File: src/rtl/ram4002_pkg.sv
// Shared types and constants for the 4002-style RAM bank: instruction-cycle
// phases, I/O opcode (OPA) values and debug-address field positions.
package ram4002_pkg;

  // One instruction cycle is eight clocks, A1..X3; IDLE waits for the first sync.
  typedef enum logic [3:0] {
    IDLE,
    A1,
    A2,
    A3,
    M1,
    M2,
    X1,
    X2,
    X3
  } phase_t;

  // Storage is always declared at the architectural maximum; smaller
  // parameter values simply leave the upper entries unimplemented.
  localparam int MAX_REGS   = 4;
  localparam int MAX_CHARS  = 16;
  localparam int MAX_STATUS = 4;

  // E-group OPA values seen at M2 of an I/O instruction.
  localparam logic [3:0] OPA_WRM = 4'h0;
  localparam logic [3:0] OPA_WMP = 4'h1;
  localparam logic [3:0] OPA_WR0 = 4'h4;
  localparam logic [3:0] OPA_WR1 = 4'h5;
  localparam logic [3:0] OPA_WR2 = 4'h6;
  localparam logic [3:0] OPA_WR3 = 4'h7;
  localparam logic [3:0] OPA_SBM = 4'h8;
  localparam logic [3:0] OPA_RDM = 4'h9;
  localparam logic [3:0] OPA_ADM = 4'hB;
  localparam logic [3:0] OPA_RD0 = 4'hC;
  localparam logic [3:0] OPA_RD1 = 4'hD;
  localparam logic [3:0] OPA_RD2 = 4'hE;
  localparam logic [3:0] OPA_RD3 = 4'hF;

  // Debug address layout: {status_flag, reg[1:0], char[3:0]}; a status
  // access uses only the low two character bits as the status index.
  localparam int DBG_STATUS_BIT = 6;
  localparam int DBG_REG_MSB    = 5;
  localparam int DBG_REG_LSB    = 4;
  localparam int DBG_CHAR_MSB   = 3;
  localparam int DBG_CHAR_LSB   = 0;
  localparam int DBG_STAT_MSB   = 1;
  localparam int DBG_STAT_LSB   = 0;

  // WR0..WR3 occupy 0x4..0x7; the status index is opa[1:0].
  function automatic logic is_status_write(input logic [3:0] opa);
    return opa[3:2] == 2'b01;
  endfunction

  // RD0..RD3 occupy 0xC..0xF; the status index is opa[1:0].
  function automatic logic is_status_read(input logic [3:0] opa);
    return opa[3:2] == 2'b11;
  endfunction

  // SBM and ADM put the addressed main character on the bus exactly like RDM;
  // the arithmetic happens inside the CPU.
  function automatic logic is_main_read(input logic [3:0] opa);
    return (opa == OPA_SBM) || (opa == OPA_RDM) || (opa == OPA_ADM);
  endfunction

endpackage

File: src/rtl/ram4002_chip.sv
// One 4002-style RAM chip: main and status character storage, the 4-bit
// output port register, the bus read mux and a combinational debug read mux.
module ram4002_chip
  import ram4002_pkg::*;
#(
  parameter int CHIP_ID    = 0,
  parameter int NUM_REGS   = 4,
  parameter int NUM_CHARS  = 16,
  parameter int NUM_STATUS = 4
) (
  input  logic       clock,
  input  logic       reset,
  input  logic       io_x2,
  input  logic [1:0] chip_sel,
  input  logic [1:0] reg_sel,
  input  logic [3:0] char_sel,
  input  logic [3:0] opa,
  input  logic [3:0] data_in,
  input  logic [1:0] dbg_chip,
  input  logic [6:0] dbg_addr,
  output logic       rd_en,
  output logic [3:0] rd_data,
  output logic [3:0] port_out,
  output logic [3:0] dbg_data
);

  localparam logic [1:0] MY_ID = 2'(CHIP_ID);

  logic [3:0] main_mem   [MAX_REGS][MAX_CHARS];
  logic [3:0] status_mem [MAX_REGS][MAX_STATUS];
  logic [3:0] port_q;

  logic selected;
  logic main_ok;
  logic status_ok;
  logic wr_main;
  logic wr_status;
  logic wr_port;

  logic [1:0] dbg_reg;
  logic [3:0] dbg_char;
  logic [1:0] dbg_stat;
  logic       dbg_hit;

  // The chip only responds when the latched SRC address names an implemented register.
  assign selected  = (chip_sel == MY_ID) && (int'(reg_sel) < NUM_REGS);
  assign main_ok   = selected && (int'(char_sel) < NUM_CHARS);
  assign status_ok = selected && (int'(opa[1:0]) < NUM_STATUS);

  assign wr_main   = io_x2 && (opa == OPA_WRM) && main_ok;
  assign wr_port   = io_x2 && (opa == OPA_WMP) && selected;
  assign wr_status = io_x2 && is_status_write(opa) && status_ok;

  assign port_out = port_q;

  // Storage and port register: cleared by reset, written at the X2 edge of an I/O cycle.
  always_ff @(posedge clock) begin
    if (reset) begin
      // NOTE: this memory is reset explicitly because the bank must power up
      // all-zero; that forces flops rather than a RAM macro, acceptable at 80 nibbles per chip.
      for (int r = 0; r < MAX_REGS; r++) begin
        for (int c = 0; c < MAX_CHARS; c++) begin
          main_mem[r][c] <= '0;
        end
        for (int s = 0; s < MAX_STATUS; s++) begin
          status_mem[r][s] <= '0;
        end
      end
      port_q <= '0;
    end else begin
      // NOTE: non-blocking assignments keep every flop updating from the
      // pre-edge values, so evaluation order between blocks cannot matter.
      if (wr_main) begin
        main_mem[reg_sel][char_sel] <= data_in;
      end
      if (wr_status) begin
        status_mem[reg_sel][opa[1:0]] <= data_in;
      end
      if (wr_port) begin
        port_q <= data_in;
      end
    end
  end

  // Bus read mux: drives only during X2 of a read-type I/O cycle to an implemented location.
  always_comb begin
    // NOTE: every output gets a default before any branch so no path leaves it
    // unassigned, which would otherwise infer a latch.
    rd_en   = 1'b0;
    rd_data = '0;
    if (io_x2) begin
      if (is_main_read(opa) && main_ok) begin
        rd_en   = 1'b1;
        rd_data = main_mem[reg_sel][char_sel];
      end else if (is_status_read(opa) && status_ok) begin
        rd_en   = 1'b1;
        rd_data = status_mem[reg_sel][opa[1:0]];
      end
    end
  end

  assign dbg_reg  = dbg_addr[DBG_REG_MSB:DBG_REG_LSB];
  assign dbg_char = dbg_addr[DBG_CHAR_MSB:DBG_CHAR_LSB];
  assign dbg_stat = dbg_addr[DBG_STAT_MSB:DBG_STAT_LSB];
  assign dbg_hit  = (dbg_chip == MY_ID) && (int'(dbg_reg) < NUM_REGS);

  // Debug read mux: unimplemented locations and other chips read as zero.
  always_comb begin
    dbg_data = '0;
    if (dbg_hit) begin
      if (dbg_addr[DBG_STATUS_BIT]) begin
        if (int'(dbg_stat) < NUM_STATUS) begin
          dbg_data = status_mem[dbg_reg][dbg_stat];
        end
      end else if (int'(dbg_char) < NUM_CHARS) begin
        dbg_data = main_mem[dbg_reg][dbg_char];
      end
    end
  end

endmodule

File: src/rtl/ram_bank_4002.sv
// Bank of NUM_CHIPS 4002-style RAM chips on the multiplexed 4-bit CPU bus.
// Tracks the instruction-cycle phase, decodes SRC and E-group I/O, and merges
// the per-chip read data onto a single bus and debug port.
module ram_bank_4002
  import ram4002_pkg::*;
#(
  parameter int NUM_CHIPS  = 2,
  parameter int NUM_REGS   = 4,
  parameter int NUM_CHARS  = 16,
  parameter int NUM_STATUS = 4
) (
  input  logic                   clock,
  input  logic                   reset,
  input  logic                   sync,
  input  logic                   cm_ram,
  input  logic [3:0]             data_in,
  output logic [3:0]             data_out,
  output logic                   data_oe,
  output logic [4*NUM_CHIPS-1:0] port_out,
  input  logic [1:0]             dbg_chip,
  input  logic [6:0]             dbg_addr,
  output logic [3:0]             dbg_data
);

  phase_t phase;
  phase_t phase_nxt;

  logic [1:0] chip_sel;
  logic [1:0] reg_sel;
  logic [3:0] char_sel;
  logic [3:0] opa;
  logic       io_cycle;
  logic       src_pending;
  logic       io_x2;

  logic       chip_rd_en   [NUM_CHIPS];
  logic [3:0] chip_rd_data [NUM_CHIPS];
  logic [3:0] chip_dbg     [NUM_CHIPS];
  logic       rd_any;
  logic [3:0] rd_or;
  logic [3:0] dbg_or;

  // Phase register: IDLE until the first sync, then free-running A1..X3.
  always_ff @(posedge clock) begin
    if (reset) begin
      phase <= IDLE;
    end else begin
      phase <= phase_nxt;
    end
  end

  // Next phase: sync always realigns to A1; IDLE holds; X3 wraps to A1.
  always_comb begin
    phase_nxt = phase;
    if (sync) begin
      phase_nxt = A1;
    end else begin
      unique case (phase)
        IDLE:    phase_nxt = IDLE;
        A1:      phase_nxt = A2;
        A2:      phase_nxt = A3;
        A3:      phase_nxt = M1;
        M1:      phase_nxt = M2;
        M2:      phase_nxt = X1;
        X1:      phase_nxt = X2;
        X2:      phase_nxt = X3;
        X3:      phase_nxt = A1;
        default: phase_nxt = IDLE;
      endcase
    end
  end

  // SRC and I/O latches. The chip/reg latch and an I/O write share the X2
  // edge, so an I/O in the same cycle as an SRC sees the previous address.
  always_ff @(posedge clock) begin
    if (reset) begin
      chip_sel    <= '0;
      reg_sel     <= '0;
      char_sel    <= '0;
      opa         <= '0;
      io_cycle    <= 1'b0;
      src_pending <= 1'b0;
    end else begin
      src_pending <= (phase == X2) && cm_ram;
      if ((phase == X2) && cm_ram) begin
        chip_sel <= data_in[3:2];
        reg_sel  <= data_in[1:0];
      end
      if ((phase == X3) && src_pending) begin
        char_sel <= data_in;
      end
      if (phase_nxt == A1) begin
        io_cycle <= 1'b0;
      end else if ((phase == M2) && cm_ram) begin
        io_cycle <= 1'b1;
        opa      <= data_in;
      end
    end
  end

  assign io_x2 = (phase == X2) && io_cycle;

  for (genvar k = 0; k < NUM_CHIPS; k++) begin : g_chip
    ram4002_chip #(
      .CHIP_ID   (k),
      .NUM_REGS  (NUM_REGS),
      .NUM_CHARS (NUM_CHARS),
      .NUM_STATUS(NUM_STATUS)
    ) u_chip (
      .clock   (clock),
      .reset   (reset),
      .io_x2   (io_x2),
      .chip_sel(chip_sel),
      .reg_sel (reg_sel),
      .char_sel(char_sel),
      .opa     (opa),
      .data_in (data_in),
      .dbg_chip(dbg_chip),
      .dbg_addr(dbg_addr),
      .rd_en   (chip_rd_en[k]),
      .rd_data (chip_rd_data[k]),
      .port_out(port_out[4*k+:4]),
      .dbg_data(chip_dbg[k])
    );
  end

  // Merge chip outputs; at most one chip is ever selected, and unselected
  // chips drive zero, so a plain OR is the bus. Reset releases the bus at once.
  always_comb begin
    rd_any = 1'b0;
    rd_or  = '0;
    dbg_or = '0;
    for (int k = 0; k < NUM_CHIPS; k++) begin
      rd_any = rd_any | chip_rd_en[k];
      rd_or  = rd_or | chip_rd_data[k];
      dbg_or = dbg_or | chip_dbg[k];
    end
    data_oe  = rd_any && !reset;
    data_out = data_oe ? rd_or : 4'h0;
    dbg_data = dbg_or;
  end

endmodule
File: config.mk
export PLATFORM = sky130hd
export DESIGN_NAME = ram_bank_4002
export DESIGN_NICKNAME = d
export VERILOG_FILES = /design/src/rtl/ram4002_pkg.sv /design/src/rtl/ram4002_chip.sv /design/src/rtl/ram_bank_4002.sv
export SDC_FILE = /design/constraint.sdc
export NUM_CORES = 1
export LEC_CHECK = 0
export CAP_MARGIN = 5
export CORE_MARGIN = 5
export CORE_UTILIZATION = 25
export CTS_CLUSTER_SIZE = 10
export DETAILED_ROUTE_END_ITERATION = 7
export HOLD_SLACK_MARGIN = 0.12
export PLACE_DENSITY_LB_ADDON = 0.3
export SYNTH_ARGS = -nofsm -noshare
export SYNTH_HDL_FRONTEND = slang
export SYNTH_HIERARCHICAL = 1
export SYNTH_SLANG_ARGS = --single-unit
File: constraint.sdc
create_clock -name clock -period 3.5 [get_ports clock]
set_input_delay 0.525 -clock clock [delete_from_list [all_inputs] [get_ports clock]]
set_output_delay 0.525 -clock clock [all_outputs]
set_load 0.05 [all_outputs]
* Word-level counts from Yosys, hierarchy flattened
Memory sizes are Yosys's and may differ from the RTL's. A register that Yosys moved wholly into a read port is not among the register bits. Index checks and enable logic that the tools add are counted.
Word-level totals: bits in read-only memories 64, memories kept 5, output and inout port bits 17, word-level logic and storage cells 153, bits in writable memories 640, register bits 26
Memory list:
- g_chip[0].u_chip.main_mem | words 4, width 64, rd ports 2, clocked after Yosys merged registers in 1, wr ports 4, line ram4002_chip.sv:29 | logic [3:0] main_mem [MAX_REGS][MAX_CHARS];
- g_chip[1].u_chip.main_mem | words 4, width 64, rd ports 2, clocked after Yosys merged registers in 1, wr ports 4, line ram4002_chip.sv:29
- (name not given) | words 16, width 4, rd ports 1, clocked after Yosys merged registers in 1, wr ports 0, line ram_bank_4002.sv:58 | unique case (phase)
- g_chip[0].u_chip.status_mem | words 4, width 16, rd ports 2, clocked after Yosys merged registers in 1, wr ports 4, line ram4002_chip.sv:30 | logic [3:0] status_mem [MAX_REGS][MAX_STATUS];
- g_chip[1].u_chip.status_mem | words 4, width 16, rd ports 2, clocked after Yosys merged registers in 1, wr ports 4, line ram4002_chip.sv:30
Operators by class: $lt $le $gt $ge 6, muxes and demuxes 81, reductions and logical operators 32, bitwise logic cells 8, equality and inequality tests 12
Operators by type and width (number):
- 64-bit two-way mux | 6
- 64-bit OR reduction | 2
- 4-bit two-way mux | 31
- 16-bit two-way mux | 6
- 4-bit binary-select mux with 4-bit select | 4
- 4-bit binary-select mux with 2-bit select | 4
- 16-bit OR reduction | 2
- 2-bit two-way mux | 12
- 1-bit logical AND | 20
- 4-bit demux with 4-bit select | 1
- 4-bit == test, second input constant | 4
- 1-bit two-way mux | 16
- 5-bit greater-or-equal comparator, second input constant | 2
- 4-bit NOT with 5-bit output | 2
- 4-bit demux with 2-bit select | 1
- 4-bit by 1-bit == test with 1-bit output, second input constant | 2
- 4-bit by 3-bit == test with 1-bit output, second input constant | 2
- 4-bit OR | 2
- 2-bit by 1-bit == test with 1-bit output, second input constant | 3
- 3-bit greater-or-equal comparator, second input constant | 2
- 2-bit NOT with 3-bit output | 2
- 5-bit by 1-bit < comparator with 1-bit output, second input constant | 1
- 2-bit zero test | 2
- 4-bit zero test | 1
- other kinds (8) | 9

* Depth between registers and ports, before layout
depth after elaboration 9, depth in mapped cells 12

* Modules after synthesis
Netlist, hierarchy kept.
Modules (own cells, without submodules):
- ram4002_chip at g_chip[1].u_chip | seq. area each 9689.3 µm², cells each 1325, area an instance 18522.8 µm², instances 1
- ram4002_chip at g_chip[0].u_chip | seq. area each 9689.3 µm², cells each 1328, area an instance 18192.4 µm², instances 1
- ram_bank_4002 | seq. area each 440.4 µm², cells each 105, area an instance 980.9 µm², instances 1

* Worst setup path after synthesis
OpenSTA, ideal clock, no wires.
path kind flip-flop to output port, start point reg phase[1], end point out data_out[1], arrival 2.719 ns, required time 2.975 ns, buffers on the path 0, cell stages (with the launch flop) 10, setup slack 0.256 ns, cell sequence dfxtp_1 > nand2_1 > nor4bb_1 > nand4b_1 > or3_1 > a2111oi_0 > a21oi_1 > o21ai_1 > nor2_1 > nor2_1
RTL lines:
- from (decl) | line ram_bank_4002.sv:25 | phase_t phase;
- from (signal assigned) | line ram_bank_4002.sv:48 | phase <= phase_nxt;
- to (decl) | line ram_bank_4002.sv:17 | output logic [3:0] data_out,

==> flow_summary.html <==
<table>
<tr><th>Metric</th><th>Value</th></tr>
<tr><th colspan="2">Die</th></tr>
<tr><td>Chip Height</td><td>around 400 um</td></tr>
<tr><td>FP Rows</td><td>142</td></tr>
<tr><td>Die Wd</td><td>roughly 400 um</td></tr>
<tr><td>Area of the die</td><td>between 150,000 and 200,000 sq um</td></tr>
<tr><td>Initial core utilization</td><td>approximately 25%</td></tr>
<tr><td>Core Footprint</td><td>~150,000 sq um</td></tr>
<tr><td># IOs</td><td>34</td></tr>
<tr><th colspan="2">Min path</th></tr>
<tr><td>Min-Delay Path Class</td><td>in -&gt; reg</td></tr>
<tr><th colspan="2">Final layout</th></tr>
<tr><td>Area overhead of the layout relative to synthesis</td><td>21.05%</td></tr>
<tr><td>Final design area excluding fillers</td><td>about 46,000 sq um</td></tr>
<tr><td>Util after Layout</td><td>30.43%</td></tr>
<tr><td>Nets</td><td>~3,000</td></tr>
<tr><td>Share of post-route cells with drive strength above 1</td><td>between 30% and 40%</td></tr>
<tr><th colspan="2">Power and ir drop</th></tr>
<tr><td>Leakage component of the power</td><td>around 16 nW</td></tr>
<tr><td>Pwr Total</td><td>between 0.015 and 0.02 W</td></tr>
<tr><td>Highest ir drop seen on vdd</td><td>between 0.3 and 0.4 mV</td></tr>
<tr><td>Power per Cell Area</td><td>410.3 nW/um^2</td></tr>
<tr><th colspan="2">Logic synthesis</th></tr>
<tr><td>Yosys warning count</td><td>6</td></tr>
<tr><td>Number of storage elements in the synthesis netlist</td><td>670</td></tr>
<tr><td>Post-Synthesis Cell Area</td><td>~38,000 sq um</td></tr>
<tr><td>Cell variety after synth</td><td>71</td></tr>
<tr><td>Synthesized area divided by synthesized cell count</td><td>13.67 sq um</td></tr>
<tr><td>Dominant cell type by area after synthesis</td><td>edfxtp_1</td></tr>
<tr><td>Top post-synthesis cells by area</td><td>edfxtp_1, mux4_2, and2_1</td></tr>
<tr><td>Most frequent cell after synthesis</td><td>and2_1</td></tr>
<tr><td>Cells after synthesis</td><td>~2,800</td></tr>
<tr><td>Sequential-to-total area share from yosys stat</td><td>between 50 and 60%</td></tr>
<tr><td>Main flop type after synthesis</td><td>edfxtp_1</td></tr>
<tr><td>Number of flops mapped to enable cells by yosys</td><td>640</td></tr>
<tr><td>Top cells by count, synth</td><td>and2_1, edfxtp_1, mux4_2</td></tr>
<tr><td>Proportion of synthesized flip-flops having asynchronous set or reset</td><td>0%</td></tr>
<tr><td>Top cell type's share of synthesized area</td><td>50.98%</td></tr>
<tr><td>Post-synth net total</td><td>around 2,800</td></tr>
<tr><th colspan="2">Clocking</th></tr>
<tr><td>Number of buffers added by the clock tree synthesis step</td><td>81</td></tr>
<tr><td>Clk_lat worst skew</td><td>about 0.66 ns</td></tr>
<tr><td>TritonCTS clock tree</td><td>built</td></tr>
<tr><td>Number of levels in the clock H-tree</td><td>3</td></tr>
<tr><td>Deepest clock path buffer count</td><td>3</td></tr>
<tr><td>Clock sinks</td><td>670</td></tr>
<tr><td>Post-CTS clock slew at the launch and capture registers of the worst setup and hold paths</td><td>0.06 ns</td></tr>
<tr><td>Clock root cell</td><td>clkbuf_16</td></tr>
<tr><th colspan="2">Setup path</th></tr>
<tr><td>Max FO, Critical Path</td><td>7</td></tr>
<tr><td>Crit. End Element</td><td>primary output</td></tr>
<tr><td>Worst Path Arrival</td><td>~3.6 ns</td></tr>
<tr><td>Crit path largest cell delay</td><td>0.53 ns</td></tr>
<tr><td>Startpoint-to-endpoint class of the critical path</td><td>reg -&gt; out</td></tr>
<tr><td>Crit start category</td><td>flip-flop</td></tr>
<tr><td>Cell chain of the critical path</td><td>buf_12 &gt; buf_16 &gt; buf_16 &gt; mux4_2 &gt; mux4_2 &gt; a32oi_1 &gt; o211ai_1 &gt; nor2_1 &gt; buf_4 &gt; nor2_4 &gt; buf_12</td></tr>
<tr><td>Required @ worst endpoint</td><td>2.97 ns</td></tr>
<tr><td>Slowest cell on the critical path</td><td>mux4_2</td></tr>
<tr><th colspan="2">STA</th></tr>
<tr><td>RSZ-0062 raised after global routing</td><td>yes</td></tr>
<tr><td>Hold WS</td><td>about 0.21 ns</td></tr>
<tr><td>Worst max-slew margin expressed relative to the limit</td><td>between 30% and 40%</td></tr>
<tr><td>Tightest Pin Transition</td><td>approximately 1.0 ns</td></tr>
<tr><td>Maximum clock frequency</td><td>roughly 0.24 GHz</td></tr>
<tr><td>Final-report hold violation count</td><td>0</td></tr>
<tr><td>Final period utilization</td><td>117.4%</td></tr>
<tr><td>Count of final max-slew check failures</td><td>0</td></tr>
<tr><td>Post-Route Skew</td><td>approximately 0.024 ns</td></tr>
<tr><td>Final Worst Setup Slack</td><td>-0.6094 ns</td></tr>
<tr><td>Setup violators final</td><td>7</td></tr>
<tr><td>Post-layout minimum cycle time</td><td>between 4 and 5 ns</td></tr>
<tr><th colspan="2">Global routing</th></tr>
<tr><td>Residual overflow from global routing</td><td>0</td></tr>
<tr><td>Vias in the first global route</td><td>about 25,000</td></tr>
<tr><td>Overall track demand over capacity in global routing</td><td>roughly 15%</td></tr>
<tr><td>Antenna violations before repair</td><td>2</td></tr>
<tr><td>Pin count of the biggest net entering global routing</td><td>between 80 and 90</td></tr>
<tr><td>First-pass GRT wire length</td><td>~170,000 um</td></tr>
<tr><th colspan="2">Route</th></tr>
<tr><td>Average wire length per cell after detail routing</td><td>~24 um</td></tr>
<tr><td>Initial DRC count</td><td>2,042</td></tr>
<tr><td>Number of detailed-route iterations in the first pass</td><td>5</td></tr>
<tr><td>Drt via density</td><td>roughly 5</td></tr>
<tr><td>Routed Antenna Nets</td><td>0</td></tr>
<tr><td>Via count</td><td>around 24,000</td></tr>
<tr><td>Routed WL</td><td>~120,000 um</td></tr>
<tr><td>Number of design rule violations left after detail routing</td><td>0</td></tr>
<tr><th colspan="2">Flow run</th></tr>
<tr><td>Count of maximum capacitance violations</td><td>0</td></tr>
<tr><th colspan="2">Status</th></tr>
<tr><td>Violations in the final reports</td><td>negative setup slack</td></tr>
<tr><td>Run status</td><td>finished with violations</td></tr>
<tr><th colspan="2">Placement</th></tr>
<tr><td>Post-DP HPWL</td><td>around 84,000 um</td></tr>
<tr><td>Post-place instance area</td><td>between 40,000 and 50,000 sq um</td></tr>
<tr><td>Buffers on Ports</td><td>33</td></tr>
<tr><td>Gp weighted congestion</td><td>between 0.8 and 0.9</td></tr>
</table>
## metal layers
| metal | up-vias | part of all wire [%] | track usage [%] |
|---|---|---|---|
| li1 | 10834 | - | - |
| met1 | 12690 | 46 | 21.00 |
| met2 | 717 | 46 | 23.52 |
| met3 | 158 | 5.5 | 2.203 |
| met4 | 2 | 2.5 | 4.114 |
| met5 | - | 0.011 | 0 |
## cell type report
type	count	area [sq um]
Clock buffer	114	2182
Sequential cell	670	19830
Tap cell	2016	2522
Clock inverter	18	226.5
Antenna cell	1	2.502
Multi-Input combinational cell	1842	17200
Inverter	14	52.55
Timing Repair Buffer	344	3611
Fill cell	15046	104300
## worst max-delay path: cells and delay by family, from the launching register on
kind | cells | cell delay (ns)
muxes | 2 | 1.05
buffers and inverters | 5 | 0.81
AOI/OAI and AO/OA | 2 | 0.46
DFF | 1 | 0.37
and+or+nand+nor | 2 | 0.23
## repair_timing
item,4_1_cts,5_1_grt
gates resized for setup,132,50
setup buffers,31,31
hold endpoints to repair,0,0
setup endpoints to repair,24,238
gates cloned,5,1
pin swaps,32,25
hold buffers,0,0
## flip-flops by register name, indices dropped and copies added, names as in the netlist, named ones only
register                  cells
reg_sel                       2
g_chip.u_chip/main_mem      512
g_chip.u_chip/status_mem    128
chip_sel                      2
char_sel                      4
opa                           4
io_cycle                      1
src_pending                   1
phase                         4
g_chip.u_chip/port_out        8
## path summary, 6_finish.rpt
path | startpoint | to | slack [ns] | cells past startpoint
max | reg_sel[0] | data_out[0] | -0.61 | 11
min | data_in[1] | g_chip[0].u_chip/port_out[1] | 0.21 | 3
max reg2reg | phase[2] | g_chip[0].u_chip/main_mem[3][8] | 0.16 | 9
min reg2reg | g_chip[0].u_chip/port_out[3] | g_chip[0].u_chip/port_out[3] | 0.51 | 2
## cells in the final DEF (no fill, tap or decap), drive strengths merged, types with 4 or more instances in the layout
master,synthesis,routed
nand4,11,11
inv,12,16
mux2,24,24
edfxtp,640,640
mux2i,93,93
nand3b,8,8
clkbuf,137,117
clkinv,2,14
mux4,327,327
o31ai,5,5
nand2b,18,18
a31oi,6,6
o21ai,106,106
a22oi,8,8
and3,4,4
nand3,47,47
nor2,205,205
and2,647,647
a2111oi,6,6
a221oi,5,5
nor3b,5,5
a21oi,31,31
buf,95,325
nor3,13,13
clkdlybuf4s50,0,14
a22o,5,5
or2,88,88
nor2b,35,35
dfxtp,30,30
a211oi,16,16
nand2,70,70
o22ai,16,16
## report_power, final
group | total, W | leakage [nW] | switching (W) | internal (W)
Clock | 0.00784 | 1.16 | 0.00334 | 0.00449
Combinational | 0.00161 | 7.92 | 0.000867 | 0.000744
Sequential | 0.00928 | 6.71 | 0.000216 | 0.00906
## logic make-up after synthesis
group	synth area share, %
DFF	52.58
muxes	22.95
buffers and inverters	3.117
adders and majority gates	0.03319
and+or+nand+nor	17.53
xor gates and xnor gates	0.02324
AOI/OAI and AO/OA	3.774
## per-stage QoR
| stage | setup slack [ns] | cells | setup TNS (ns) |
|---|---|---|---|
| 2_1_floorplan | 0.2563 | 2758 | 0 |
| 5_1_grt | -0.6661 | 5018 | -3.222 |
| 3_5_place_dp | -0.5951 | 4824 | -3.331 |
| 3_3_place_gp | -0.6457 | 4824 | -4.624 |
| 6_report | -0.6094 | 5019 | -2.615 |
| 4_1_cts | -0.6845 | 4988 | -3.103 |
No activity file was read; power rests on OpenSTA's default activity.
